[config.mk]
export PLATFORM = sky130hd
export DESIGN_NAME = regs_wr_arb
export DESIGN_NICKNAME = d
export VERILOG_FILES = /design/src/rtl/regs_pkg.sv /design/src/rtl/rr_arbiter.sv /design/src/rtl/regs_wr_arb.sv
export SDC_FILE = /design/constraint.sdc
export NUM_CORES = 1
export LEC_CHECK = 0
export CORE_AREA = 3 3 129 131
export CTS_CLUSTER_DIAMETER = 50
export DETAILED_ROUTE_END_ITERATION = 7
export DIE_AREA = 0 0 132 134
export GPL_TIMING_DRIVEN = 1
export PLACE_DENSITY = 0.8
export SKIP_LAST_GASP = 1
export SLEW_MARGIN = 20
export SYNTH_ARGS = -nofsm -noshare
export SYNTH_HDL_FRONTEND = slang
export SYNTH_SLANG_ARGS = --single-unit
[constraint.sdc]
create_clock -name clk -period 6.7 [get_ports clk]
set_clock_uncertainty 0.1 [all_clocks]
set_input_delay 1.34 -clock clk [delete_from_list [all_inputs] [get_ports clk]]
set_output_delay 1.34 -clock clk [all_outputs]
set_load 0.02 [all_outputs]
[src/rtl/regs_pkg.sv]
// Shared definitions for the regs register file and its write-port arbiter.
package regs_pkg;

  localparam int REGS_AW  = 8;
  localparam int REGS_DW  = 64;
  localparam int REGS_NRD = 4;

  typedef enum logic [1:0] {
    WB_ALU = 2'd0,
    WB_LD  = 2'd1,
    WB_MUL = 2'd2
  } wb_src_t;

  typedef struct packed {
    logic [REGS_AW-1:0] addr;
    logic [REGS_DW-1:0] data;
  } wb_req_t;

endpackage

[src/rtl/rr_arbiter.sv]
// Combinational round-robin picker: first set req bit at or after ptr, wrapping modulo N.
module rr_arbiter #(
  parameter int N = 3,
  localparam int PW = (N > 1) ? $clog2(N) : 1
) (
  input  logic [N-1:0]  req,
  input  logic [PW-1:0] ptr,
  output logic [N-1:0]  gnt,
  output logic [PW-1:0] idx,
  output logic          any
);

  always_comb begin
    int j;
    gnt = '0;
    idx = '0;
    any = 1'b0;
    j   = 0;
    for (int i = 0; i < N; i++) begin
      j = (int'(ptr) + i) % N;
      if (!any && req[j]) begin
        gnt[j] = 1'b1;
        idx    = PW'(j);
        any    = 1'b1;
      end
    end
  end

endmodule

[src/rtl/regs_wr_arb.sv]
// Shares the single regs write port among writeback sources; registers the winner and
// flags operand-fetch reads that collide with the write committing at the next edge.
module regs_wr_arb
  import regs_pkg::*;
#(
  parameter int NREQ = 3,
  parameter int AW   = REGS_AW,
  parameter int DW   = REGS_DW,
  parameter int NCHK = REGS_NRD
) (
  input  logic                       clk,
  input  logic                       reset_n,
  input  logic [NREQ-1:0]            req_valid,
  output logic [NREQ-1:0]            req_ready,
  input  logic [NREQ-1:0][AW-1:0]    req_addr,
  input  logic [NREQ-1:0][DW-1:0]    req_data,
  output logic                       we,
  output logic [AW-1:0]              wa,
  output logic [DW-1:0]              wd,
  input  logic [NCHK-1:0][AW-1:0]    chk_addr,
  output logic [NCHK-1:0]            chk_hit,
  output logic [1:0]                 grant_id
);

  localparam int PW = (NREQ > 1) ? $clog2(NREQ) : 1;

  logic [PW-1:0]   ptr_q, ptr_d;
  logic            we_q, we_d;
  logic [AW-1:0]   wa_q, wa_d;
  logic [DW-1:0]   wd_q, wd_d;
  logic [1:0]      gid_q, gid_d;

  logic [NREQ-1:0] gnt;
  logic [PW-1:0]   win_idx;
  logic            win_any;

  rr_arbiter #(.N(NREQ)) u_arb (
    .req (req_valid),
    .ptr (ptr_q),
    .gnt (gnt),
    .idx (win_idx),
    .any (win_any)
  );

  // Handshake: a requester transfers in any cycle where req_valid[i] & req_ready[i];
  // ready is offered only to the round-robin winner and only outside reset.
  assign req_ready = gnt & {NREQ{reset_n}};

  always_comb begin
    ptr_d = ptr_q;
    we_d  = 1'b0;
    wa_d  = wa_q;
    wd_d  = wd_q;
    gid_d = gid_q;
    if (win_any) begin
      we_d  = 1'b1;
      wa_d  = req_addr[win_idx];
      wd_d  = req_data[win_idx];
      gid_d = 2'(win_idx);
      ptr_d = (win_idx == PW'(NREQ - 1)) ? '0 : win_idx + 1'b1;
    end
  end

  always_ff @(posedge clk or negedge reset_n) begin
    if (!reset_n) begin
      ptr_q <= '0;
      we_q  <= 1'b0;
      wa_q  <= '0;
      wd_q  <= '0;
      gid_q <= 2'(WB_ALU);
    end else begin
      ptr_q <= ptr_d;
      we_q  <= we_d;
      wa_q  <= wa_d;
      wd_q  <= wd_d;
      gid_q <= gid_d;
    end
  end

  // Only the registered write is compared; requests being granted this cycle are not visible yet.
  always_comb begin
    chk_hit = '0;
    for (int k = 0; k < NCHK; k++) begin
      chk_hit[k] = we_q && (wa_q == chk_addr[k]);
    end
  end

  assign we       = we_q;
  assign wa       = wa_q;
  assign wd       = wd_q;
  assign grant_id = gid_q;

endmodule

After elaboration in Yosys (flattened, before gate mapping)
Cells that the tools add are included.
Widths: inputs -> output; s select.
{"block": "op_classes", "add_sub_neg": 3, "eq_ne": 5, "bitwise": 3, "n_reduce_logical": 11, "n_mux": 30, "magnitude_cmp": 7, "n_div": 3}
{"operator": "$bmux 64 s2", "n": 1}
{"operator": "$ge 32x1->1 const B", "n": 3}
{"operator": "$lt 32x4->1 const B", "n": 3}
{"operator": "$mod 32x3->32 const B", "n": 2}
{"operator": "$mux 64", "n": 1}
{"operator": "$eq 8x8->1", "n": 4}
{"operator": "$mod 3x3->32 const B", "n": 1}
{"operator": "$bmux 8 s2", "n": 1}
{"operator": "$mux 1", "n": 13}
{"operator": "$logic_and 1x1->1", "n": 9}
{"operator": "$mux 3", "n": 3}
{"operator": "$mux 2", "n": 4}
{"operator": "$mux 8", "n": 1}
{"operator": "$bmux 1 s2", "n": 3}
{"operator": "$demux 1 s2", "n": 3}
{"operator": "$or 3x3->3", "n": 2}
{"operator": "$add 2x1->3 const B", "n": 1}
{"operator": "$add 2x2->3 const B", "n": 1}
{"operator": "$and 3x3->3", "n": 1}
{"operator": "$lt 2x3->1 const B", "n": 1}
{"operator": "$add 2x1->2 const B", "n": 1}
{"operator": "$eq 2x2->1 const B", "n": 1}
{"operator": "$logic_not 1->1", "n": 2}
{"block": "totals", "elab_cells": 67, "inputBits": 253, "ff_bits": 77, "out_inout_bits": 82}

Logic depth before layout (Yosys ltp)
Gate-level depths: netlist (run 1).
{"block": "logic_depth", "ltp_word": 13, "mapped_depth": 11, "depth_no_buf": 7}

Cells and area by module
A second synthesis (run 1) with hierarchy kept.
{"block": "unflattened", "hier_cells": 598, "area_unflattened_um2": 5232.5}
{"mod": "regs_wr_arb", "seq_area_each_um2": 1926.8, "area_per_inst_um2": 4850.9, "n_inst": 1, "cells_per_inst": 546}
{"mod": "rr_arbiter", "seq_area_each_um2": 0.0, "area_per_inst_um2": 381.6, "n_inst": 1, "cells_per_inst": 52}

Worst setup path before layout (run 1)
Ideal clock, no wire load.
{"block": "synth_timing", "path_type": "in2out", "from": "input port req_valid[2]", "to": "output port req_ready[1]", "stages": 6, "path_slack_ps": 2550, "required_time_ps": 5260, "n_path_buf": 1, "arrival_ps": 2710, "path_cell_list": "clkbuf_1 -> mux2i_1 -> nor4b_2 -> o21bai_1 -> a21oi_1 -> nor3b_1"}
{"block": "synth_between", "elab_chain_cells": 11, "elab_cells_between_ends": 21, "classes_between": "mux: 14; bitwise: 3; reduce/logical: 4"}
{"item": "start, declared", "line_no": "regs_wr_arb.sv:13", "rtl": "input logic [NREQ-1:0] req_valid,"}
{"item": "$bmux 1 s2", "line_no": "rr_arbiter.sv:21", "rtl": "if (!any && req[j]) begin"}
{"item": "$mux 1 (not written as such) (2 in series)", "line_no": "rr_arbiter.sv:21"}
{"item": "$mux 1", "line_no": "rr_arbiter.sv:21"}
{"item": "$logic_not 1->1", "line_no": "rr_arbiter.sv:21"}
{"item": "$logic_and 1x1->1", "line_no": "rr_arbiter.sv:21"}
{"item": "$mux 1", "line_no": "rr_arbiter.sv:21"}
{"item": "$logic_not 1->1", "line_no": "rr_arbiter.sv:21"}
{"item": "$logic_and 1x1->1", "line_no": "rr_arbiter.sv:21"}
{"item": "$mux 3 (*)", "line_no": "rr_arbiter.sv:21"}
{"item": "$and 3x3->3 (*)", "line_no": "regs_wr_arb.sv:47", "rtl": "assign req_ready = gnt & {NREQ{reset_n}};"}
{"item": "end, declared", "line_no": "regs_wr_arb.sv:14", "rtl": "output logic [NREQ-1:0] req_ready,"}
Mark *: on every way between the ends. The rest lies on a longest branch, timed or not. The select of a mux whose other input is x is not followed.

Final worst setup path (run 1)
Ends and elaborated chain as after synthesis.

==> run metrics, run 1 <==
Distinct cells, synth=40; layout cells sized above 1=between 3 and 4%; number of buffers created by CTS=9; CP top delay family=buffers and inverters; Netlist Area Pre-Place=approximately 0.0046 mm2; CTS tree=built; Crit Path Max Fanout=10; largest net degree at the start of global routing=45; xor and xnor area share after synthesis=approximately 6%; most frequent CP cell=clkdlybuf4s50_1; initial antenna violation count=0; total negative slack=0 ps; DRC=0; nets=~1.0k; Post-Synth Simple-Gate Area=under 10%; post-CTS setup buffers=0; Power Dens Cells=between 400 and 500 mW/mm2; post-synthesis net count=704; Finished Layout Cells=975; Yosys warning total=0; sequential share of the synthesized area=a little over two fifths; CTS max path bufs=2; Rows=46; asr flop ratio synth=100.0%; first-pass GRT wire length=27410 um; CP Buf/Inv Count=2; placed inst area=just over 0.008 mm2; Worst VDD drop=approximately 260 uV; Hold Vio Cnt, Final=0; cell breakdown of the critical path=clkdlybuf4s50_1 -> mux2i_1 -> nor4b_2 -> o21bai_1 -> a21oi_1 -> nor3b_1 -> clkdlybuf4s50_1; antenna fix cells=0; drt wl/cell=between 15 and 20 um; post-synthesis mux area share=around 16%; Area Overhead vs Synth=80.95%; min-delay worst type=reg2reg; #FFs+latches synth=77; routability cong.=approximately 0.9; Tmin final=between 5000 and 6000 ps; GRT Util Overall=about a fifth; clock sink count=77; die width=132 um; GRT Residual Overflow=0; IO Port Bufs=about 330; via/cell ratio=between 5 and 6; die height=roughly 130 um; post-synthesis adder-cell area fraction=1.082%; CTS-repair resized insts=0; Final Cycle Share=between 70% and 80%; Vias=slightly below 5k; Crit Path Class=in2out; H-tree levels=3; largest cells by area after synthesis=dfrtp_1 (42%), mux2i_1 (16%), a22oi_1 (12%); Worst EP required=roughly 5300 ps; final WL=17770 um; core area=approximately 0.016 mm2; clock slew at reported path FFs=around 60 ps; dpl cells=between 900 and 1k; compound-cell area share of the yosys netlist=23.78%; Avg Cell Area, Syn=between 10 and 15 um2; Setup violations, final=0; Post-Syn Instances=between 400 and 500; root buf cell=clkbuf_16; count leader, synth=dfrtp_1; max frequency=~190 MHz; worst stage delay on the critical path=630 ps; CP arrival=3690 ps; largest family of logic cells by synthesized area=compound AO/OA/AOI/OAI gates; cts hold-fix bufs=0; overall power=3.835 mW; Clock Latency Late Sink=around 330 ps; ys flop type=dfrtp_1; initial core utilization=approximately 30%; status=finished, final reports clean; top cells by count, synth=dfrtp_1 (77), mux2i_1 (75), a22oi_1 (73); CP startpoint kind=input port; top-area cell type share of the netlist area=about two fifths; MaxCap Viol Count=0; Worst Tran Pin Value=about 840 ps; Die ar.=about 0.018 mm2; number of global-route vias before repair=around 5k; Final Cell Area=0.008368 mm2; slowest stage cell, crit path=clkdlybuf4s50_1; Final Util=between 50% and 60%; post-synth top area cell=dfrtp_1; CP Capture Type=output pin; IO Pins=between 300 and 400; 1st-pass router iterations=4; Rel. slew slack=between 40% and 50%; post-route ant nets=0; 1st-iter DRT viols=between 150 and 200; EDFF count, synth=0; dpl hpwl=approximately 14000 um; Slew Limit Fails=0; leak pwr=about 3.4 nW; RSZ-0062 raised after global routing=no
worst paths after layout:
path	slack (ps)	startpoint	cells past startpoint	endpoint
max	1570	req_valid[2]	7	req_ready[1]
min	380	grant_id[1]	1	grant_id[1]
max reg2reg	3450	ptr_q[1]	8	wd[40]
min reg2reg	380	grant_id[1]	1	grant_id[1]
max in group asynchronous	4640	reset_n	2	wd[38]
min in group asynchronous	900	reset_n	1	wd[2]
cell usage in the layout, fill, tap and decap left out, types with 2 or more instances in the layout:
master,n
nand2b_1,4
a21oi_1,5
o21a_1,2
o21ai_1,70
clkbuf_16,9
xor2_1,16
nor2_1,5
clkinv_4,2
nor4_1,5
dfrtp_1,77
nand3_1,2
o21bai_1,2
and3_1,3
nand4_1,3
o21ai_0,6
a22oi_1,73
mux2i_1,75
nand4bb_1,2
xnor2_1,16
nand3b_1,2
a31oi_1,2
inv_1,5
ha_1,4
clkdlybuf4s50_1,333
buf_4,7
nor2b_1,2
nand2_1,3
o22ai_1,2
o211ai_1,2
report_power, final:
group,internal (mW),switching (mW)
clock network,0.300,0.198
logic,1.12,1.33
registers,0.710,0.177
total,2.13,1.70
per-stage QoR:
step | hold slack, ps | setup slack [ps]
floorplan | 485.9 | 2550
global placement | 358.9 | 1623
detailed placement | 364.8 | 1584
CTS | 379.3 | 1589
global route | 401.6 | 1385
finish | 382.0 | 1570
cells by family (layout without fill, tap and decap cells):
group | count (synthesis) | count (layout)
flops | 77 | 77
fa+ha+maj | 4 | 4
buf+inv | 51 | 363
simple gates | 36 | 36
mux | 75 | 75
xor+xnor | 32 | 32
compound gates | 172 | 172
layer usage:
layer | vias up | share of wire [%] | GRT usage, %
met4 | 0 | 3.2 | 8.285
met3 | 35 | 7.6 | 5.626
met5 | - | 0 | 0
met1 | 2327 | 40 | 22.70
met2 | 241 | 49 | 33.81
li1 | 2294 | - | -
registers in the layout, indices dropped and copies added (netlist names):
name,cells
wd,64
grant_id,2
wa,8
we,1
ptr_q,2
layout make-up:
| class | count | area, um2 |
|---|---|---|
| inverter | 6 | 22.52 |
| clock inverter | 5 | 60.06 |
| fill | 1427 | 7345 |
| multi-input combinational | 319 | 2440 |
| timing repair buffer | 341 | 3406 |
| tap | 216 | 270.3 |
| sequential | 77 | 1927 |
| clock buffer | 11 | 242.7 |
(Power assumes the default switching activity.)
==> run 2: changes to the inputs <==
- CORE_AREA: 3 3 129 131 -> 3 3 128 130
- DIE_AREA: 0 0 132 134 -> 0 0 131 133
- PLACE_DENSITY: 0.8 -> 0.84
- clock period: 6.7 -> 4.12 ns (I/O delays scaled with it)
==> run 2 against run 1 <==
Against the previous run:
- die area is 1.5% lower
- sequential share of layout area is 0.28 points lower
- worst setup slack got worse by 1400 ps
- largest cell class unchanged
- non-clock buffer count up 7
- core utilization up 2.3 points
- final cell count grew 0.21%
- critical endpoint unchanged
==> run metrics, run 2 (same netlist as run 1, synthesis figures left out) <==
RSZ-0062 raised after global routing=no (unchanged); Area Overhead vs Synth=83.17% (was 80.95%); Vias=4806 (was 4897); clock slew at reported path FFs=60 ps (about the same); Crit Path Max Fanout=7 (was 10); die height=133 um (was 134 um); initial core utilization=30.31% (was 29.43%); antenna fix cells=0 (unchanged); max frequency=about 250 MHz; root buf cell=clkbuf_16 (unchanged); CP startpoint kind=input port (unchanged); max reg flops=64 (unchanged); number of buffers created by CTS=9 (unchanged); Hold Vio Cnt, Final=0 (unchanged); CTS-repair resized insts=0 (unchanged); Power Dens Cells=750.4 mW/mm2 (was 458.3 mW/mm2); H-tree levels=3 (unchanged); Rel. slew slack=51.92% (was 44.20%); Final Cell Area=0.008471 mm2 (was 0.008368 mm2); GRT Util Overall=19.64% (was 19.54%); drt wl/cell=18.41 um (was 18.23 um); CTS tree=built (unchanged); Worst Tran Pin Value=718.7 ps (was 835.3 ps); 1st-iter DRT viols=181 (was 173); Worst VDD drop=372.9 uV (was 258.8 uV); Final Cycle Share=96.48%; nets=1018 (was 1011); final WL=17980 um (was 17770 um); initial antenna violation count=0 (unchanged); r2r worst-path depth=8 (unchanged); CP arrival=3050 ps (was 3690 ps); min-delay worst type=reg2reg (unchanged); Die ar.=0.01742 mm2 (was 0.01769 mm2); IO Port Bufs=334 (unchanged); post-route ant nets=0 (unchanged); GRT Residual Overflow=0 (unchanged); commonest non-fill, non-tap cell in the layout=clkdlybuf4s50_1 (unchanged); Rows=45 (was 46); CTS max path bufs=2 (unchanged); clock sink count=77 (unchanged); MaxCap Viol Count=0 (unchanged); leak pwr=3.502 nW (was 3.438 nW); post-CTS setup buffers=0 (unchanged); first-pass GRT wire length=26410 um (was 27410 um); IO Pins=335 (unchanged); Worst Hold Path Cells=1 (unchanged); number of global-route vias before repair=4838 (was 4983); die width=131 um (was 132 um); Slew Limit Fails=0 (unchanged); largest net degree at the start of global routing=47 (was 45); layout cells sized above 1=4.961% (was 3.821%); placed inst area=0.008124 mm2 (was 0.008065 mm2); cts hold-fix bufs=0 (unchanged); dpl hpwl=14660 um (was 13840 um); most frequent cells in the layout=clkdlybuf4s50_1 (333), dfrtp_1 (77), mux2i_1 (75), a22oi_1 (73), o21ai_1 (70) (unchanged); core area=0.01526 mm2 (was 0.01571 mm2); CP Capture Type=output pin (unchanged); status=finished, final reports clean (unchanged); via/cell ratio=4.919 (was 5.023); Clock Latency Late Sink=320 ps (was 330 ps); 1st-pass router iterations=5 (was 4); total negative slack=0 ps (unchanged); DRC=0 (unchanged); Setup violations, final=0 (unchanged); Crit Path Class=in2out (unchanged); Tmin final=just under 4000 ps; Worst EP required=3200 ps (was 5260 ps); FILL cells=1387 (was 1427); routability cong.=0.8912 (was 0.8940)
[run 2: per-layer routing]
layer  part of all wire, %  GRT usage, %
met1                    35         22.07
met4                   1.5         4.686
met2                    53         35.67
met5                     0             0
met3                   9.9         6.056
[run 2: critical path: stages]
cell,delay [ps]
clkdlybuf4s50_1,530
mux2i_1,280
nor4b_4,310
o21bai_1,180
a21oi_1,90
nor3b_1,200
clkdlybuf4s50_1,630
[run 2: worst paths after layout]
| check | startpoint | endpoint | slack (ps) |
|---|---|---|---|
| worst min register to register | grant_id[1] | grant_id[1] | 380 |
| max in group asynchronous | reset_n | wd[21] | 2500 |
| min in group asynchronous | reset_n | wd[3] | 450 |
| worst max-delay path | req_valid[0] | req_ready[1] | 140 |
| worst max register to register | ptr_q[0] | wd[3] | 1140 |
| worst min-delay path | grant_id[1] | grant_id[1] | 380 |
[run 2: power breakdown]
group          switching [mW]  total [mW]  internal [mW]
clock                   0.308       0.873          0.564
combinational            2.16        4.04           1.88
sequential              0.285        1.44           1.15
total                    2.76        6.36           3.60
[run 2: layout make-up]
type	count	area, um2	area share, %
Multi-Input combinational cell	319	2451	28.94
Clock buffer	11	252.7	2.984
Inverter	6	22.52	0.2659
Timing Repair Buffer	348	3471	40.97
Sequential cell	77	1927	22.75
Tap cell	211	264.0	3.117
Clock inverter	5	82.58	0.9749
[run 2: stage by stage]
stage               hold WS, ps  utilization (%)  instances  total power, mW  worst slack, ps
global route              415.1            55.51        977            6.785            13.76
detailed placement        369.7            53.24        961            5.528            88.36
CTS                       383.9            55.44        977            6.427            79.59
finish                    378.0            55.51        977            6.356            145.0
floorplan                 428.4                -        447            3.992             1002
global placement          370.3            53.24        961            5.450            163.2
==> run 3: changes to the inputs <==
- CTS_BUF_LIST: not set -> sky130_fd_sc_hd__clkbuf_8
- REMOVE_ABC_BUFFERS: not set -> 1
==> run 3 against run 2 <==
Against the previous run:
- critical path depth stayed put
- final cell count is 0.31% lower
- die area unchanged
- routed wire length fell by 2.6%
- via count fell by 0.96%
- global-route usage down 0.56 points
- clock power down 35%
==> run metrics, run 3 (same netlist as run 1, synthesis figures left out) <==
core area=0.01526 mm2 (unchanged); overall power=6.060 mW (was 6.356 mW); most frequent cells in the layout=clkdlybuf4s50_1 (333), dfrtp_1 (77), mux2i_1 (75), a22oi_1 (73), o21ai_1 (70) (unchanged); Worst VDD drop=430.6 uV (was 372.9 uV); largest net degree at the start of global routing=76 (was 47); Clock Latency Late Sink=350 ps (was 320 ps); switching share of power=45.29% (was 43.40%); nets=1016 (was 1018); post-route ant nets=0 (unchanged); status=finished, final reports clean (unchanged); die height=133 um (unchanged); Power Dens Cells=727.3 mW/mm2 (was 750.4 mW/mm2); worst-case hold slack=318.6 ps (was 378.0 ps); die width=131 um (unchanged); R2R setup slack=1370 ps (was 1140 ps); 1st-iter DRT viols=245 (was 181); dpl hpwl=14000 um (was 14660 um); CP startpoint kind=input port (unchanged); CTS max path bufs=2 (unchanged); 1st-pass router iterations=6 (was 5); MaxCap Viol Count=0 (unchanged); pre-CTS setup slack=136.2 ps (was 88.36 ps); Setup violations, final=0 (unchanged); switching power=2.744 mW (was 2.758 mW); DRC=0 (unchanged); Critical R2R Launch=ptr_q[1] (was ptr_q[0]); Finished Layout Cells=974 (was 977); clock sink count=77 (unchanged); min-delay worst type=in2async (was reg2reg); number of global-route vias before repair=4781 (was 4838); commonest non-fill, non-tap cell in the layout=clkdlybuf4s50_1 (unchanged); leak pwr=3.421 nW (was 3.502 nW); clock power share=9.4% (was 13.7%); Slew Limit Fails=0 (unchanged); number of buffers created by CTS=9 (unchanged); drt wl/cell=17.99 um (was 18.41 um); Rows=45 (unchanged); P_int=3.316 mW (was 3.598 mW); CP Capture Type=output pin (unchanged); Hold Vio Cnt, Final=0 (unchanged); CTS tree=built (unchanged); initial antenna violation count=0 (unchanged); r2r worst-path depth=8 (unchanged); antenna fix cells=0 (unchanged); GRT Residual Overflow=0 (unchanged); routability cong.=0.8836 (was 0.8912); worst reg2reg endpoint=wd[2] (was wd[3]); Area Overhead vs Synth=80.19% (was 83.17%); RSZ-0062 raised after global routing=no (unchanged); Crit Path Max Fanout=3 (was 7); layout cells sized above 1=4.718% (was 4.961%); max frequency=256.5 MHz (was 251.6 MHz); root buf cell=clkbuf_8 (was clkbuf_16); Tmin final=3899 ps (was 3975 ps); H-tree levels=3 (unchanged); Crit Path Class=in2out (unchanged); GRT Util Overall=19.08% (was 19.64%); Worst Tran Pin Value=579.5 ps (was 718.7 ps); Final Util=54.61% (was 55.51%); combinational share of power=66.9% (was 63.6%); dpl cells=959 (was 961); clock slew at reported path FFs=80 ps (was 60 ps); Rel. slew slack=61.37% (was 51.92%); Worst EP required=3200 ps (about the same); Vias=4760 (was 4806); IO Port Bufs=334 (unchanged); Die ar.=0.01742 mm2 (unchanged); final WL=17520 um (was 17980 um); IO Pins=335 (unchanged); max reg flops=64 (unchanged); cts hold-fix bufs=0 (unchanged); CP arrival=2980 ps (was 3050 ps); initial core utilization=30.31% (unchanged); Final Cycle Share=94.64% (was 96.48%); via/cell ratio=4.887 (was 4.919); Seq pwr share=23.7% (was 22.6%); first-pass GRT wire length=25540 um (was 26410 um); Final WS setup=220.8 ps (was 145.0 ps)
run 3: changes by cell type in the layout (fill, tap and decap cells not counted), moves of 2 or more:
cell,change
clkinv_4,-2
clkbuf_16,-9
clkbuf_8,+7
clkinvlp_4,+2
buf_4,-3
run 3: final cells by class:
| cell class | instances | area [um2] |
|---|---|---|
| tap | 211 | 264.0 |
| sequential | 77 | 1927 |
| timing repair buffer | 346 | 3468 |
| multi-input combinational | 319 | 2464 |
| clock buffer | 9 | 123.9 |
| inverter | 6 | 22.52 |
| clock inverter | 6 | 63.81 |
| fill | 1346 | 6925 |
run 3: worst max path at each step:
stage	startpoint	to	slack [ps]	cells after the start
after floorplan	ptr_q[1]	wd[2]	-2790	7
after global placement	req_valid[2]	req_ready[1]	170	7
after detailed placement	req_valid[2]	req_ready[1]	140	7
after CTS	ptr_q[1]	req_ready[1]	70	8
after global routing	req_valid[1]	req_ready[0]	50	8
final	req_valid[2]	req_ready[1]	220	7
run 3: timing repair:
item                                   CTS  global route
setup buffers                            0             0
endpoints found under the hold margin    0             0
setup endpoints to repair                2             2
resized for setup                        1             3
run 3: critical path, cell delays in order:
cell and delay (ps):
clkdlybuf4s50_1 420, mux2i_1 260, nor4b_4 340, o21bai_1 190, a21oi_1 90, nor3b_1 210, clkdlybuf4s50_1 650
run 3: routing by layer:
metal | global-route usage (%) | wire length, um | vias to the layer above
li1 | - | - | 2298
met1 | 20.55 | 6344 | 2227
met2 | 34.28 | 9156 | 212
met3 | 6.540 | 1683 | 23
met4 | 6.400 | 333 | 0
met5 | 0 | 0 | -
run 3: through the flow:
stage,TNS (ps),instance area [um2]
finish,0,8333
CTS,0,8312
floorplan,-202550,4357
global route,0,8333
detailed placement,0,8122
global placement,0,8122
run 3: power by group through the flow:
stage	Sequential (mW)	Clock [mW]	Combinational, mW
floorplan	1.84	0	2.11
global placement	1.43	0	4.01
detailed placement	1.45	0	4.06
CTS	1.44	0.592	4.08
global route	1.49	0.621	4.38
finish	1.44	0.568	4.05
